==> src/rtl/program_loader_if.sv <==
// Bundles the loader's byte-stream, CPU memory port, RAM port and status signals.
// slave = loader side, master = surrounding system (receiver, CPU, RAM).
interface program_loader_if #(
  parameter int ADDR_W = 14,
  parameter int DATA_W = 16
);
  logic [7:0]        rx_data;
  logic              rx_valid;
  logic              rx_ready;
  logic              reload;
  logic [15:0]       cpu_addr;
  logic              cpu_memwrite;
  logic [DATA_W-1:0] cpu_wdata;
  logic [DATA_W-1:0] cpu_rdata;
  logic [ADDR_W-1:0] mem_addr;
  logic              mem_we;
  logic [DATA_W-1:0] mem_wdata;
  logic [DATA_W-1:0] mem_rdata;
  logic              cpu_hold;
  logic              load_done;
  logic              load_error;

  modport slave (
    input  rx_data, rx_valid, reload, cpu_addr, cpu_memwrite, cpu_wdata, mem_rdata,
    output rx_ready, cpu_rdata, mem_addr, mem_we, mem_wdata, cpu_hold, load_done, load_error
  );

  modport master (
    output rx_data, rx_valid, reload, cpu_addr, cpu_memwrite, cpu_wdata, mem_rdata,
    input  rx_ready, cpu_rdata, mem_addr, mem_we, mem_wdata, cpu_hold, load_done, load_error
  );
endinterface

==> src/rtl/program_loader.sv <==
// Boot loader: packs a length-prefixed byte stream into RAM words from address 0, then
// releases the CPU and passes its memory port straight through. Moore outputs, no added latency in RUN.
module program_loader #(
  parameter int ADDR_W = 14,
  parameter int DATA_W = 16
) (
  input  logic              clk,
  input  logic              rst_n,
  program_loader_if.slave   bus
);
  localparam int PTR_W = ADDR_W + 1;
  localparam logic [16:0] DEPTH = 17'(1) << ADDR_W;

  localparam logic [2:0] S_HDR_HI  = 3'd0;
  localparam logic [2:0] S_HDR_LO  = 3'd1;
  localparam logic [2:0] S_DATA_HI = 3'd2;
  localparam logic [2:0] S_DATA_LO = 3'd3;
  localparam logic [2:0] S_WRITE   = 3'd4;
  localparam logic [2:0] S_RUN     = 3'd5;
  localparam logic [2:0] S_ERROR   = 3'd6;

  logic [2:0]        state_q, state_d;
  logic [15:0]       count_q, count_d;
  logic [DATA_W-1:0] word_q, word_d;
  logic [PTR_W-1:0]  ptr_q, ptr_d;

  logic              rx_ready;
  logic              accept;
  logic [16:0]       n_ext;
  logic [PTR_W-1:0]  ptr_inc;
  logic              unused_cpu_addr_hi;

  assign unused_cpu_addr_hi = ^bus.cpu_addr[15:ADDR_W];

  assign rx_ready = (state_q == S_HDR_HI) || (state_q == S_HDR_LO) ||
                    (state_q == S_DATA_HI) || (state_q == S_DATA_LO);
  assign accept   = rx_ready & bus.rx_valid;
  // Count compared at 17 bits so a full-depth image (N == DEPTH) stays legal.
  assign n_ext    = {1'b0, count_q[15:8], bus.rx_data};
  assign ptr_inc  = ptr_q + 1'b1;

  always_comb begin
    state_d = state_q;
    count_d = count_q;
    word_d  = word_q;
    ptr_d   = ptr_q;
    case (state_q)
      S_HDR_HI: begin
        if (accept) begin
          count_d[15:8] = bus.rx_data;
          state_d       = S_HDR_LO;
        end
      end
      S_HDR_LO: begin
        if (accept) begin
          count_d[7:0] = bus.rx_data;
          if (n_ext == 17'd0) begin
            state_d = S_RUN;
          end else if (n_ext > DEPTH) begin
            state_d = S_ERROR;
          end else begin
            state_d = S_DATA_HI;
            ptr_d   = '0;
          end
        end
      end
      S_DATA_HI: begin
        if (accept) begin
          word_d[15:8] = bus.rx_data;
          state_d      = S_DATA_LO;
        end
      end
      S_DATA_LO: begin
        if (accept) begin
          word_d[7:0] = bus.rx_data;
          state_d     = S_WRITE;
        end
      end
      S_WRITE: begin
        ptr_d = ptr_inc;
        if (17'(ptr_inc) == {1'b0, count_q}) begin
          state_d = S_RUN;
        end else begin
          state_d = S_DATA_HI;
        end
      end
      S_RUN: begin
        if (bus.reload) begin
          state_d = S_HDR_HI;
        end
      end
      S_ERROR: state_d = S_ERROR;
      default: state_d = S_HDR_HI;
    endcase
  end

  always_ff @(posedge clk or negedge rst_n) begin
    if (!rst_n) begin
      state_q <= S_HDR_HI;
      count_q <= '0;
      word_q  <= '0;
      ptr_q   <= '0;
    end else begin
      state_q <= state_d;
      count_q <= count_d;
      word_q  <= word_d;
      ptr_q   <= ptr_d;
    end
  end

  // RAM port: loader owns it during WRITE, the CPU owns it combinationally in RUN.
  always_comb begin
    bus.mem_we    = 1'b0;
    bus.mem_addr  = '0;
    bus.mem_wdata = '0;
    if (state_q == S_WRITE) begin
      bus.mem_we    = 1'b1;
      bus.mem_addr  = ptr_q[ADDR_W-1:0];
      bus.mem_wdata = word_q;
    end else if (state_q == S_RUN) begin
      bus.mem_we    = bus.cpu_memwrite;
      bus.mem_addr  = bus.cpu_addr[ADDR_W-1:0];
      bus.mem_wdata = bus.cpu_wdata;
    end
  end

  assign bus.rx_ready   = rx_ready;
  assign bus.cpu_rdata  = bus.mem_rdata;
  assign bus.cpu_hold   = (state_q != S_RUN);
  assign bus.load_done  = (state_q == S_RUN);
  assign bus.load_error = (state_q == S_ERROR);
endmodule

==> src/flat_wrapper.sv <==
// flat-port wrapper written by rule: the top's interface ports become plain ports
module program_loader_flat 
#(
  parameter int ADDR_W = 14,
  parameter int DATA_W = 16
)
  (clk, rst_n, bus_rx_data, bus_rx_valid, bus_reload, bus_cpu_addr, bus_cpu_memwrite, bus_cpu_wdata, bus_mem_rdata, bus_rx_ready, bus_cpu_rdata, bus_mem_addr, bus_mem_we, bus_mem_wdata, bus_cpu_hold, bus_load_done, bus_load_error);
  program_loader_if #(.ADDR_W(ADDR_W), .DATA_W(DATA_W)) bus_i ();
  input  logic clk;
  input  logic rst_n;
  input wire logic [$bits(bus_i.rx_data)-1:0] bus_rx_data;
  input wire logic [$bits(bus_i.rx_valid)-1:0] bus_rx_valid;
  input wire logic [$bits(bus_i.reload)-1:0] bus_reload;
  input wire logic [$bits(bus_i.cpu_addr)-1:0] bus_cpu_addr;
  input wire logic [$bits(bus_i.cpu_memwrite)-1:0] bus_cpu_memwrite;
  input wire logic [$bits(bus_i.cpu_wdata)-1:0] bus_cpu_wdata;
  input wire logic [$bits(bus_i.mem_rdata)-1:0] bus_mem_rdata;
  output wire logic [$bits(bus_i.rx_ready)-1:0] bus_rx_ready;
  output wire logic [$bits(bus_i.cpu_rdata)-1:0] bus_cpu_rdata;
  output wire logic [$bits(bus_i.mem_addr)-1:0] bus_mem_addr;
  output wire logic [$bits(bus_i.mem_we)-1:0] bus_mem_we;
  output wire logic [$bits(bus_i.mem_wdata)-1:0] bus_mem_wdata;
  output wire logic [$bits(bus_i.cpu_hold)-1:0] bus_cpu_hold;
  output wire logic [$bits(bus_i.load_done)-1:0] bus_load_done;
  output wire logic [$bits(bus_i.load_error)-1:0] bus_load_error;
  assign bus_i.rx_data = bus_rx_data;
  assign bus_i.rx_valid = bus_rx_valid;
  assign bus_i.reload = bus_reload;
  assign bus_i.cpu_addr = bus_cpu_addr;
  assign bus_i.cpu_memwrite = bus_cpu_memwrite;
  assign bus_i.cpu_wdata = bus_cpu_wdata;
  assign bus_i.mem_rdata = bus_mem_rdata;
  assign bus_rx_ready = bus_i.rx_ready;
  assign bus_cpu_rdata = bus_i.cpu_rdata;
  assign bus_mem_addr = bus_i.mem_addr;
  assign bus_mem_we = bus_i.mem_we;
  assign bus_mem_wdata = bus_i.mem_wdata;
  assign bus_cpu_hold = bus_i.cpu_hold;
  assign bus_load_done = bus_i.load_done;
  assign bus_load_error = bus_i.load_error;
  program_loader #(.ADDR_W(ADDR_W), .DATA_W(DATA_W)) u_core (.clk(clk), .rst_n(rst_n), .bus(bus_i));
endmodule
==> config.mk <==
export PLATFORM = sky130hd
export DESIGN_NAME = program_loader_flat
export DESIGN_NICKNAME = d
export VERILOG_FILES = /design/src/rtl/program_loader_if.sv /design/src/rtl/program_loader.sv /design/src/flat_wrapper.sv
export SDC_FILE = /design/constraint.sdc
export NUM_CORES = 1
export LEC_CHECK = 0
export ABC_CLOCK_PERIOD_IN_PS = 2130
export CAP_MARGIN = 40
export CORE_MARGIN = 3
export CORE_UTILIZATION = 42
export CTS_BUF_LIST = sky130_fd_sc_hd__clkbuf_4
export DETAILED_ROUTE_END_ITERATION = 10
export GPL_ROUTABILITY_DRIVEN = 0
export HOLD_SLACK_MARGIN = 0.03
export PLACE_DENSITY = 0.78
export SETUP_SLACK_MARGIN = 0.1
export SLEW_MARGIN = 10
export SYNTH_ARGS = -nofsm -noshare
export SYNTH_HDL_FRONTEND = slang
export SYNTH_SLANG_ARGS = --single-unit
==> constraint.sdc <==
create_clock -name clk -period 2.13 [get_ports clk]
set_input_delay 0.3195 -clock clk [delete_from_list [all_inputs] [get_ports clk]]
set_output_delay 0.3195 -clock clk [all_outputs]
set_load 0.03 [all_outputs]
Word-level counts from Yosys, hierarchy flattened

Cells that the tools add are included.

Register bits after elaboration: 50
Bits of input ports: 61
Output and inout bits: 51
Word-level logic and storage cells: 55

Add/sub/neg operators: 1
Magnitude comparators: 1
Equal/unequal tests: 15
Mux-type cells: 19
Bitwise logic cells: 1
Reduce and logical (&&, ||, !) cells: 12

Operator list:

| operator                                                                           | number |
|---|---|
| 15-bit two-way mux                                                                 | 3 |
| 16-bit two-way mux                                                                 | 2 |
| 15-bit one-hot mux with 2 select lines                                             | 1 |
| 14-bit two-way mux                                                                 | 2 |
| 3-bit two-way mux                                                                  | 8 |
| 3-bit one-hot mux with 7 select lines                                              | 1 |
| 17-bit zero test                                                                   | 1 |
| 15-bit by 16-bit equality test with 1-bit output                                   | 1 |
| 16-bit by 15-bit greater-than comparator with 1-bit output (second input constant) | 1 |
| 15-bit by 1-bit adder with 15-bit output (second input constant)                   | 1 |
| 3-bit equality test (second input constant)                                        | 3 |
| 2-bit by 1-bit != test with 1-bit output (second input constant)                   | 4 |
| 2-bit AND reduction                                                                | 4 |
| 3-bit by 2-bit equality test with 1-bit output (second input constant)             | 2 |
| 2-bit != test (second input constant)                                              | 3 |
| 5-bit AND reduction                                                                | 1 |
| 4-bit AND reduction                                                                | 1 |
| 3-bit by 1-bit equality test with 1-bit output (second input constant)             | 1 |
| 3-bit zero test                                                                    | 1 |
| 1-bit logical OR                                                                   | 3 |
| 3-bit != test (second input constant)                                              | 1 |
| 1-bit two-way mux                                                                  | 2 |
| 2-bit nonzero test                                                                 | 1 |
| 1-bit bitwise AND                                                                  | 1 |

Longest topological paths before layout

Word-level depth: 7
Mapped depth: 7
Mapped depth without buffers: 7

Worst setup path before layout

Ideal clock, no wire load.

Path kind: reg-to-output
Start: register u_core.state_q[1]
End: output port bus_mem_addr[11]
Arrival: 1.899 ns
Required time: 1.811 ns
Path slack: -0.089 ns
Stages on the path, launching flop included: 8
Buffers on the path: 2
Path through: dfrtp_1 buf_2 inv_1 nand2_1 nor2_1 clkbuf_1 nand2_1 o21ai_0

Longest elaborated chain between the ends: 3

Ends and longest elaborated chain:

| item                   | line                  | RTL |
|---|---|---|
| from (decl)            | program_loader.sv:22  | `logic [2:0] state_q, state_d;` |
| from (signal assigned) | program_loader.sv:104 | `state_q <= state_d;` |
| 3-bit equality test    | n/a                   |  |
| net bus_load_done      | flat_wrapper.sv:24    | `output wire logic [$bits(bus_i.load_done)-1:0] bus_load_done;` |
| 14-bit two-way mux     | program_loader.sv:120 | `end else if (state_q == S_RUN) begin` |
| 14-bit two-way mux     | program_loader.sv:116 | `if (state_q == S_WRITE) begin` |
| to (decl)              | flat_wrapper.sv:20    | `output wire logic [$bits(bus_i.mem_addr)-1:0] bus_mem_addr;` |

The timed path passes the listed nets, and every way through them passes these cells.

Worst setup path after layout

Start: input port bus_rx_data[3]
End: register u_core.ptr_q[11]

Longest elaborated chain between the ends: 3

Ends and longest elaborated chain:

| item                                                                                           | line                                       | RTL |
|---|---|---|
| from (decl)                                                                                    | flat_wrapper.sv:11                         | `input wire logic [$bits(bus_i.rx_data)-1:0] bus_rx_data;` |
| 16-bit by 15-bit greater-than comparator with 1-bit output or 17-bit zero test (tied branches) | program_loader.sv:59, program_loader.sv:57 |  |
| 2-bit != test (no source line)                                                                 | n/a                                        |  |
| 4-bit AND reduction (no source line) (*)                                                       | n/a                                        |  |
| to (signal assigned)                                                                           | program_loader.sv:107                      | `ptr_q <= ptr_d;` |
| to (decl)                                                                                      | program_loader.sv:25                       | `logic [PTR_W-1:0] ptr_q, ptr_d;` |

Every way passes the cells marked *; elsewhere a longest branch is shown, timed or not.
A chain may end at the register's enable or synchronous reset.

==> metrics.md <==
| Metric | Value |
|---|---|
| Initial cell density of the core | `43.6%` |
| Pre-CTS setup slack | `-0.437 ns` |
| Initial antenna violation count | `0` |
| Largest net degree at the start of global routing | `51` |
| Antenna cells | `0` |
| Max-slew violations | `0` |
| Routed via count | `3,204` |
| Iter 0 DRT Violations | `193` |
| CTS Buffer Depth | `2` |
| Largest delay share family, worst path | `buffers and inverters` |
| Final worst-path cycle share | `99.0%` |
| Cell taking the most area after synthesis | `dfrtp_1` |
| Crit-path cells | `clkdlybuf4s50_1, nor4_2, buf_4, nand4_1, mux2i_1, o41a_1, buf_6, o21ai_2, o41ai_2` |
| Outcome | `complete, no violations` |
| R2R depth | `7` |
| Core Area | `7290 um^2` |
| Share of layout cells above drive strength 1 | `between 40% and 50%` |
| Top Ports | `between 100 and 150` |
| Row count | `31` |
| RSZ-0062 raised after global routing | `true` |
| # fillers | `530` |
| Num CTS Buffers | `5` |
| Remaining antenna violation count | `0` |
| Die width | `about 93 um` |
| CP peak stage delay | `about 0.44 ns` |
| Chip height | `93.0 um` |
| Port Buffer Count | `77` |
| Drt drc | `0` |
| Area grow syn2layout | `58.9%` |
| Critical path origin | `bus_rx_data[3]` |
| Drt pass-1 iters | `4` |
| Sink Count | `50` |
| Top-count cell post-synth | `dfrtp_1` |
| CP Max Fanout | `7` |
| Final Setup Violations | `0` |
| Period minus WS final | `2.11 ns` |
| WP data required | `2.40 ns` |
| GRT Total Usage | `22.2%` |
| Mean area per synthesized cell | `9.87 um^2` |
| Mapped Cells | `322` |
| Worst reg2reg setup slack | `around 0.05 ns` |
| Sequential area share after synthesis | `39.4%` |
| Slew @ Worst Pin | `0.650 ns` |
| PwrDens | `1140 nW/um^2` |
| Crit path kind | `in2reg` |
| Via density per instance | `~6.0` |
| Flops & latches, synth | `50` |
| Lkg Pwr | `between 2 and 2.5 nW` |
| Mapped cell area | `3180 um^2` |
| MaxCap Viol Count | `0` |
| CTS H-tree depth | `2` |
| Reg2reg end | `u_core.ptr_q[11]` |
| Final net count | `499` |
| Crit path capture type | `flop` |
| Setup tns final | `0 ns` |
| CP arrival | `2.38 ns` |
| CTS root buffer | `clkbuf_4` |
| Vias in the first global route | `~3,100` |
| Clock tree from TritonCTS | `done` |
| First-pass GRT wire length | `15.4 mm` |
| Slowest stage cell, crit path | `clkdlybuf4s50_1` |
| Post-Synthesis Net Count | `384` |
| Top FF cell, synth | `dfrtp_1` |
| Worst Path Buf+Inv | `3` |
| Most frequent cells after synthesis | `dfrtp_1, mux2_2, a22o_1, o21ai_0, nand2_1` |
| Async set-or-reset flop fraction in the synthesized netlist | `between 90% and 100%` |
| Critical Path End | `u_core.ptr_q[11]` |
| Maximum VDD drop | `0.647 mV` |
| Setup crit start kind | `input port` |
| Fmax | `474 MHz` |
| DIE AREA | `around 8600 um^2` |
| Clock transition at path regs | `0.15 ns` |
| Top cells by area, synth | `dfrtp_1, mux2_2, a22o_1` |
| Grt ovf | `0` |
| Hold/Removal Path Class | `in2async` |
| Reg-to-reg startpoint | `u_core.count_q[11]` |
| Wire per inst | `21.3 um` |
| Hold Vio Cnt, Final | `0` |
| Worst clock skew | `0.00872 ns` |
| Worst-Skew Late Latency | `0.38 ns` |
| Total power | `5.78 mW` |
| Synth top area share | `39.4%` |
| Post-Route WL | `11.4 mm` |
| Post-DP HPWL | `6.43 mm` |
| Ys Warns | `0` |
| Final WS setup | `0.0202 ns` |
| EDFF count, synth | `0` |
| Crit. path cell count | `9` |
| CTS Hold Bufs | `0` |
| Max_slew headroom | `56.7%` |
| Unique masters post-synth | `a little over 50` |
==> timing repair <==
action                     in CTS  in global routing
resized for setup              29                104
pin swaps                      13                 31
setup endpoints to repair      50                 48
cloned                          2                  6
setup buffers                  12                 10
==> layout make-up <==
class | instances | area (um^2) | area share, %
clock buffers | 6 | 45.0 | 0.892
flip-flops and latches | 50 | 1250 | 24.8
multi-input cells | 226 | 2060 | 40.8
repair buffers | 147 | 1500 | 29.7
well taps | 99 | 124 | 2.45
inverters | 7 | 26.3 | 0.521
clock inverters | 2 | 37.5 | 0.744
==> stage by stage <==
stage | area (um^2) | utilization [%] | hold WS [ns] | std cells
3_3_place_gp | 4120 | 56.6 | 0.460 | 499
3_5_place_dp | 4120 | 56.6 | 0.475 | 499
5_1_grt | 5050 | 69.2 | 0.0549 | 537
2_1_floorplan | 3220 | - | 0.0239 | 322
6_report | 5050 | 69.2 | 0.0149 | 537
4_1_cts | 4400 | 60.4 | 0.0396 | 521
==> state kept, by name, summed over array words and instances, names as in the netlist <==
register / cells
u_core.state_q: 3
u_core.count_q: 16
u_core.ptr_q: 15
u_core.word_q: 16
==> cells by family after synthesis <==
logic type,Yosys count,synth area share (%)
adder cells (fa/ha/maj),1,0.394
flip-flops,50,39.4
XOR/XNOR,18,4.96
multiplexers,33,11.7
buffers and inverters,46,7.76
AO/OA/AOI/OAI,87,19.9
AND/OR/NAND/NOR,87,16.0
==> how the worst min path moves through the flow <==
stage | from | to | slack, ns | depth (start not counted)
finish | rst_n | u_core.word_q[6] | 0.01 | 2
global placement | rst_n | u_core.word_q[13] | 0.46 | 2
global route | rst_n | u_core.word_q[6] | 0.05 | 2
detailed placement | rst_n | u_core.word_q[14] | 0.48 | 2
CTS | rst_n | u_core.word_q[13] | 0.04 | 2
floorplan | rst_n | u_core.count_q[0] | 0.02 | 0
==> worst reg2reg max path: stages (launching register included) <==
cell and delay, ns:
dfrtp_1 0.44, nor4_2 0.27, nand4_1 0.21, mux2i_1 0.22, o41a_1 0.41, buf_6 0.19
o21ai_2 0.15, o41ai_2 0.08
==> where the power goes <==
group | total, mW | switching [mW] | internal (mW)
Clock | 0.580 | 0.319 | 0.261
Sequential | 1.88 | 0.494 | 1.39
Combinational | 3.32 | 1.63 | 1.69
==> cell usage in the layout (no fill, tap or decap), types with 10 or more instances in the layout <==
cell type        instances
buf_4                   54
dfrtp_1                 49
clkdlybuf4s50_1         40
buf_6                   38
mux2_2                  32
a22o_4                  19
nor2_1                  18
nand2_1                 16
o21ai_1                 10
a22o_1                  10
xnor2_1                 10
o21ai_2                 10
==> routing by layer <==
metal	vias to the layer above	global-route usage [%]	wire length [um]
met4	0	8.06	345
met3	34	4.83	1040
li1	1413	-	-
met2	175	37.0	5750
met5	-	0	0
met1	1582	28.5	4300
(Power assumes the default switching activity.)
==> patch 1: new RTL, same settings <==
Take the reset off `word_q` and load it in a clocked block of its own.
--- a/src/rtl/program_loader.sv
+++ b/src/rtl/program_loader.sv
@@ -98,14 +98,16 @@
     if (!rst_n) begin
       state_q <= S_HDR_HI;
       count_q <= '0;
-      word_q  <= '0;
       ptr_q   <= '0;
     end else begin
       state_q <= state_d;
       count_q <= count_d;
-      word_q  <= word_d;
       ptr_q   <= ptr_d;
     end
+  end
+
+  always_ff @(posedge clk) begin
+    word_q <= word_d;
   end
 
   // RAM port: loader owns it during WRITE, the CPU owns it combinationally in RUN.
Formal check against the unedited RTL: no difference found for any inputs over 10 cycles, from zero or initial values and one cycle with rst_n low; that may be too few to reach the edited logic, so the function may still have changed.
==> patch 1 against the unedited design <==
  * The flow now finishes with violations (negative setup slack)
  * Final cell count is 7.4% lower
  * Critical path depth is 3 lower
  * Die area is 6.6% lower
  * Synthesized area is 7.1% lower
  * Worst setup slack worse by 0.035 ns
  * Routed wire length is 20% lower
  * Total power is 13% lower
  * Sequential cell count stayed put
  * Design area is 12% lower
  * Combinational power is 14% lower
  * Sequential power is 8% lower
  * Largest cell class unchanged
  * Highest routed layer unchanged
==> patch 1: results (changes against the unedited design) <==
worst r2r dst - u_core.state_q[1]$_DFFE_PN0P_ (was u_core.ptr_q[11]$_DFFE_PN0P_)
CP max stage cell - dfrtp_1 (was clkdlybuf4s50_1)
final setup TNS - -0.0151 ns (was 0 ns)
register share of total power - 34.2% (was 32.6%)
total wire length - 9.18 mm (was 11.4 mm)
Async SR Flop Fraction - 68.0% (was 100%)
critical path endpoint - bus_mem_wdata[1] (was u_core.ptr_q[11]$_DFFE_PN0P_)
HPWL after DPL - 6.21 mm (was 6.43 mm)
Switch Pwr - 2.11 mW (was 2.44 mW)
Final Hold Slack - 0.336 ns (was 0.0149 ns)
dpl ws - -0.144 ns (was -0.437 ns)
Clock Root Buffer - clkbuf_4 (unchanged)
Syn Nets - 354 (was 384)
EDFF count, synth - 16 (was 0)
Reg clk slew, reported paths - 0.15 ns (about the same)
Slew HR - 69.2% (was 56.7%)
Yosys cell types - 36 (was 51)
first-pass GRT wire length - 14.2 mm (was 15.4 mm)
maximum number of buffers from clock root to sink - 2 (unchanged)
Post-synth top cells - dfrtp_1, a22o_1, o21ai_0 (was dfrtp_1, mux2_2, a22o_1)
vias post-DR - 2801 (was 3204)
outcome - finished with violations (was finished clean)
critical path arrival - 1.83 ns (was 2.38 ns)
leakage - 1.84 nW (was 2.21 nW)
fillers - 485 (was 530)
sequential cell area fraction in the yosys report - 45.1% (was 39.4%)
final-report setup violation count - 1 (was 0)
maximum VDD drop - 747 uV (was 647 uV)
Net count, final - 465 (was 499)
pwr/cell area - 1140 nW/um^2 (about the same)
R2R Setup Slk - 0.08 ns (was 0.05 ns)
worst hold path class - primary input to asynchronous set/reset pin (unchanged)
grt ovf - 0 (unchanged)
gr usage total - 21.8% (was 22.2%)
worst r2r src - u_core.ptr_q[0]$_DFFE_PN0P_ (was u_core.count_q[11]$_DFFE_PN0P_)
Layout Skew - 0.00859 ns (was 0.00872 ns)
worst-path fanout max - 4 (was 7)
setup ws final - -0.0151 ns (was 0.0202 ns)
failing checks - negative setup slack
DR iter-0 viols - 179 (was 193)
synth top area cells - dfrtp_1, edfxtp_1, a22o_1, mux2_2, xnor2_1 (was dfrtp_1, mux2_2, a22o_1, buf_4, o21ai_0)
share of cells above drive strength 1 - 38.4% (was 47.9%)
largest net degree at the start of global routing - 35 (was 51)
Clk pwr share - 9.0% (was 10.0%)
DP Area - 3920 sq um (was 4120 sq um)
Crit. Startpoint - u_core.state_q[0]$_DFFE_PN0P_ (was bus_rx_data[3])
[patch 1: cell count changes after synthesis, moves of 4 or more]
cell	before	now
xnor2_1	10	17
edfxtp_1	0	16
nor2b_1	0	5
nand2_1	20	15
a21oi_1	2	9
nor3_1	8	3
or3_1	0	5
o211ai_1	4	0
mux2_2	32	15
dfrtp_1	50	34
o21a_1	5	0
[patch 1: layout make-up]
type | instances | area share [%]
inverters | 4 | 0.338
clock buffers | 5 | 0.844
well taps | 93 | 2.62
repair buffers | 142 | 30.8
flip-flops and latches | 50 | 30.1
multi-input cells | 200 | 34.9
clock inverters | 3 | 0.450
[patch 1: kinds of logic after synthesis]
logic type | share of synthesized area [%]
AO/OA/AOI/OAI | 19.1
XOR/XNOR | 6.53
adder cells (fa/ha/maj) | 0.424
buffers and inverters | 7.84
flip-flops | 45.1
multiplexers | 5.72
AND/OR/NAND/NOR | 15.3
[patch 1: metrics by stage]
step / instances / total power, mW
CTS: 488 / 4.81
global route: 497 / 5.36
floorplan: 292 / 3.22
global placement: 469 / 3.97
finish: 497 / 5.05
detailed placement: 469 / 4.06
[patch 1: repair_timing]
action,in CTS,in global routing
buffers inserted,9,7
setup endpoints to repair,36,48
resized for setup,46,36
gates cloned,2,2
pin swaps,11,6
[patch 1: routing by layer]
layer	GRT usage, %	share of wire [%]	wire (um)
met1	27.0	39	3570
met2	38.1	52	4750
met3	3.84	7.4	678
met4	8.29	1.9	174
met5	0	0	0
[patch 1: worst reg2reg max path, cell delays in order (launching register included)]
cell	delay [ns]
dfrtp_1	0.39
buf_4	0.15
and3_1	0.25
and3_1	0.22
o2111ai_2	0.16
nor4_4	0.33
a311oi_1	0.14
or3_1	0.31
==> patch 2: new RTL, same flow settings <==
Without the edit above. `ADDR_W` is set to 14 in 3 places; all go to 15.
--- a/src/rtl/program_loader_if.sv
+++ b/src/rtl/program_loader_if.sv
@@ -1,7 +1,7 @@
 // Bundles the loader's byte-stream, CPU memory port, RAM port and status signals.
 // slave = loader side, master = surrounding system (receiver, CPU, RAM).
 interface program_loader_if #(
-  parameter int ADDR_W = 14,
+  parameter int ADDR_W = 15,
   parameter int DATA_W = 16
 );
   logic [7:0]        rx_data;
--- a/src/rtl/program_loader.sv
+++ b/src/rtl/program_loader.sv
@@ -1,7 +1,7 @@
 // Boot loader: packs a length-prefixed byte stream into RAM words from address 0, then
 // releases the CPU and passes its memory port straight through. Moore outputs, no added latency in RUN.
 module program_loader #(
-  parameter int ADDR_W = 14,
+  parameter int ADDR_W = 15,
   parameter int DATA_W = 16
 ) (
   input  logic              clk,
--- a/src/flat_wrapper.sv
+++ b/src/flat_wrapper.sv
@@ -1,7 +1,7 @@
 // flat-port wrapper written by rule: the top's interface ports become plain ports
 module program_loader_flat 
 #(
-  parameter int ADDR_W = 14,
+  parameter int ADDR_W = 15,
   parameter int DATA_W = 16
 )
   (clk, rst_n, bus_rx_data, bus_rx_valid, bus_reload, bus_cpu_addr, bus_cpu_memwrite, bus_cpu_wdata, bus_mem_rdata, bus_rx_ready, bus_cpu_rdata, bus_mem_addr, bus_mem_we, bus_mem_wdata, bus_cpu_hold, bus_load_done, bus_load_error);
Interface: changed (resized bus_mem_addr); port bits go from 112 to 113. No check against the original RTL was run, so the function may have changed too.
==> patch 2 against the unedited design <==
  * The flow now finishes with violations (negative setup slack)
  * Total power shrank 25%
  * Sequential share of layout area grew 4.3 points
  * Count of clock-buffer cells in the layout is the same
  * Final cell count shrank 1.1%
  * Worst setup slack lost 0.034 ns
  * Global-route usage shrank 1.6 points
  * Synthesized area grew 1.4%
  * Sequential cell count grew 1
  * Fmax shrank 1.6%
  * Sequential power shrank 11%
  * Design area shrank 13%
  * Clock skew grew 0.0074 ns
  * Routed wire length shrank 22%
  * Highest routed layer unchanged
==> patch 2: results (changes against the unedited design) <==
outcome - finished with violations (was finished clean)
failing checks - negative setup slack
fillers - 585 (was 530)
synth top area cells - dfrtp_1, mux2_2, a22o_1, o21ai_0, xnor2_1 (was dfrtp_1, mux2_2, a22o_1, buf_4, o21ai_0)
final-report setup violation count - 1 (was 0)
Final Hold Slack - 0.441 ns (was 0.0149 ns)
Post-synth top cells - dfrtp_1, o21ai_0, mux2_2 (was dfrtp_1, mux2_2, a22o_1)
first-pass GRT wire length - 14.4 mm (was 15.4 mm)
Syn Nets - 393 (was 384)
largest net degree at the start of global routing - 24 (was 51)
total wire length - 8.88 mm (was 11.4 mm)
HPWL after DPL - 6.43 mm (about the same)
DR iter-0 viols - 143 (was 193)
Layout Skew - 0.0162 ns (was 0.00872 ns)
setup ws final - -0.0135 ns (was 0.0202 ns)
largest registers - u_core.count_q (16), u_core.ptr_q (16), u_core.word_q (16) (was u_core.count_q (16), u_core.word_q (16), u_core.ptr_q (15))
Port Buffers - 79 (was 77)
gr usage total - 20.6% (was 22.2%)
Yosys cell types - 47 (was 51)
number of global-route vias before repair - 2917 (was 3120)
dpl ws - -0.171 ns (was -0.437 ns)
share of cells above drive strength 1 - 35.9% (was 47.9%)
maximum VDD drop - 505 uV (was 647 uV)
FF-to-FF path depth - 6 (was 7)
Yosys top cell area share - 39.6% (was 39.4%)
CP max stage cell - or4_4 (was clkdlybuf4s50_1)
worst-path fanout max - 3 (was 7)
Slew HR - 65.1% (was 56.7%)
critical path's top delay family - simple AND/OR/NAND/NOR gates (was buffers and inverters)
Vias/cell - 5.52 (was 5.97)
drt pass-1 iters - 5 (was 4)
clk_lat worst skew - 0.36 ns (was 0.38 ns)
==> patch 2: cell count changes in the layout (fill, tap and decap cells not counted), moves of 4 or more <==
cell / change
o21ai_0: +26
o21ai_2: -10
a21oi_1: +6
a22o_1: +20
clkbuf_16: -5
o21ai_1: -6
dfrtp_2: +4
buf_6: -37
xnor2_1: +4
a22o_4: -19
nand2_1: +7
buf_4: +25
==> patch 2: layout make-up <==
cell class / instances / area (sq um) / share of cell area [%]
inverters: 7 / 26.3 / 0.596
flip-flops and latches: 51 / 1280 / 29.1
clock buffers: 6 / 45.0 / 1.02
well taps: 99 / 124 / 2.81
multi-input cells: 235 / 1770 / 40.1
repair buffers: 131 / 1150 / 26.0
clock inverters: 2 / 16.3 / 0.369
==> patch 2: final timing paths <==
path,start,end
max in group asynchronous,rst_n,u_core.state_q[2]$_DFFE_PN0P_
max reg2reg,u_core.ptr_q[1]$_DFFE_PN0P_,u_core.state_q[1]$_DFFE_PN0P_
min in group clk,u_core.word_q[0]$_DFFE_PN0P_,u_core.word_q[0]$_DFFE_PN0P_
max,u_core.ptr_q[1]$_DFFE_PN0P_,u_core.state_q[1]$_DFFE_PN0P_
min reg2reg,u_core.word_q[0]$_DFFE_PN0P_,u_core.word_q[0]$_DFFE_PN0P_
min,rst_n,u_core.word_q[7]$_DFFE_PN0P_
==> patch 2: cells by family (layout without fill, tap and decap cells) <==
logic type      count (synthesis)  after routing  share of synthesized area, %
compound gates                 84             84                          17.6
simple gates                   95             95                          17.3
fa+ha+maj                       2              2                         0.699
mux                            32             32                          11.1
xor+xnor                       22             22                          5.98
flops                          51             51                          39.6
buf+inv                        45            146                          7.65
==> patch 2: repair_timing <==
item / 4_1_cts / 5_1_grt
hold endpoints to repair: 21 / 0
hold buffers: 1 / 0
gates resized for setup: 11 / 10
gates cloned: 1 / 0
buffers inserted: 6 / 2
endpoints found under the setup margin: 38 / 43
pin swaps: 6 / 7
==> patch 2: power breakdown <==
group	total, mW	switching [mW]	internal [mW]
combinational	2.22	1.09	1.13
sequential	1.67	0.338	1.34
clock	0.455	0.309	0.147
total	4.35	1.74	2.61
==> patch 2: routing by layer <==
metal / track usage, % / up-vias / routed length (um)
met5: 0 / - / 0
met4: 4.57 / 0 / 107
met3: 4.59 / 12 / 564
met2: 34.5 / 109 / 4250
met1: 27.2 / 1427 / 3960
li1: - / 1384 / -
==> patch 2: stage by stage <==
step | area, sq um | setup TNS, ns | cells
floorplan | 3240 | 0 | 331
global placement | 4190 | -0.758 | 513
detailed placement | 4190 | -1.51 | 513
CTS | 4360 | -0.0262 | 529
global route | 4410 | -0.916 | 531
finish | 4410 | -0.0135 | 531
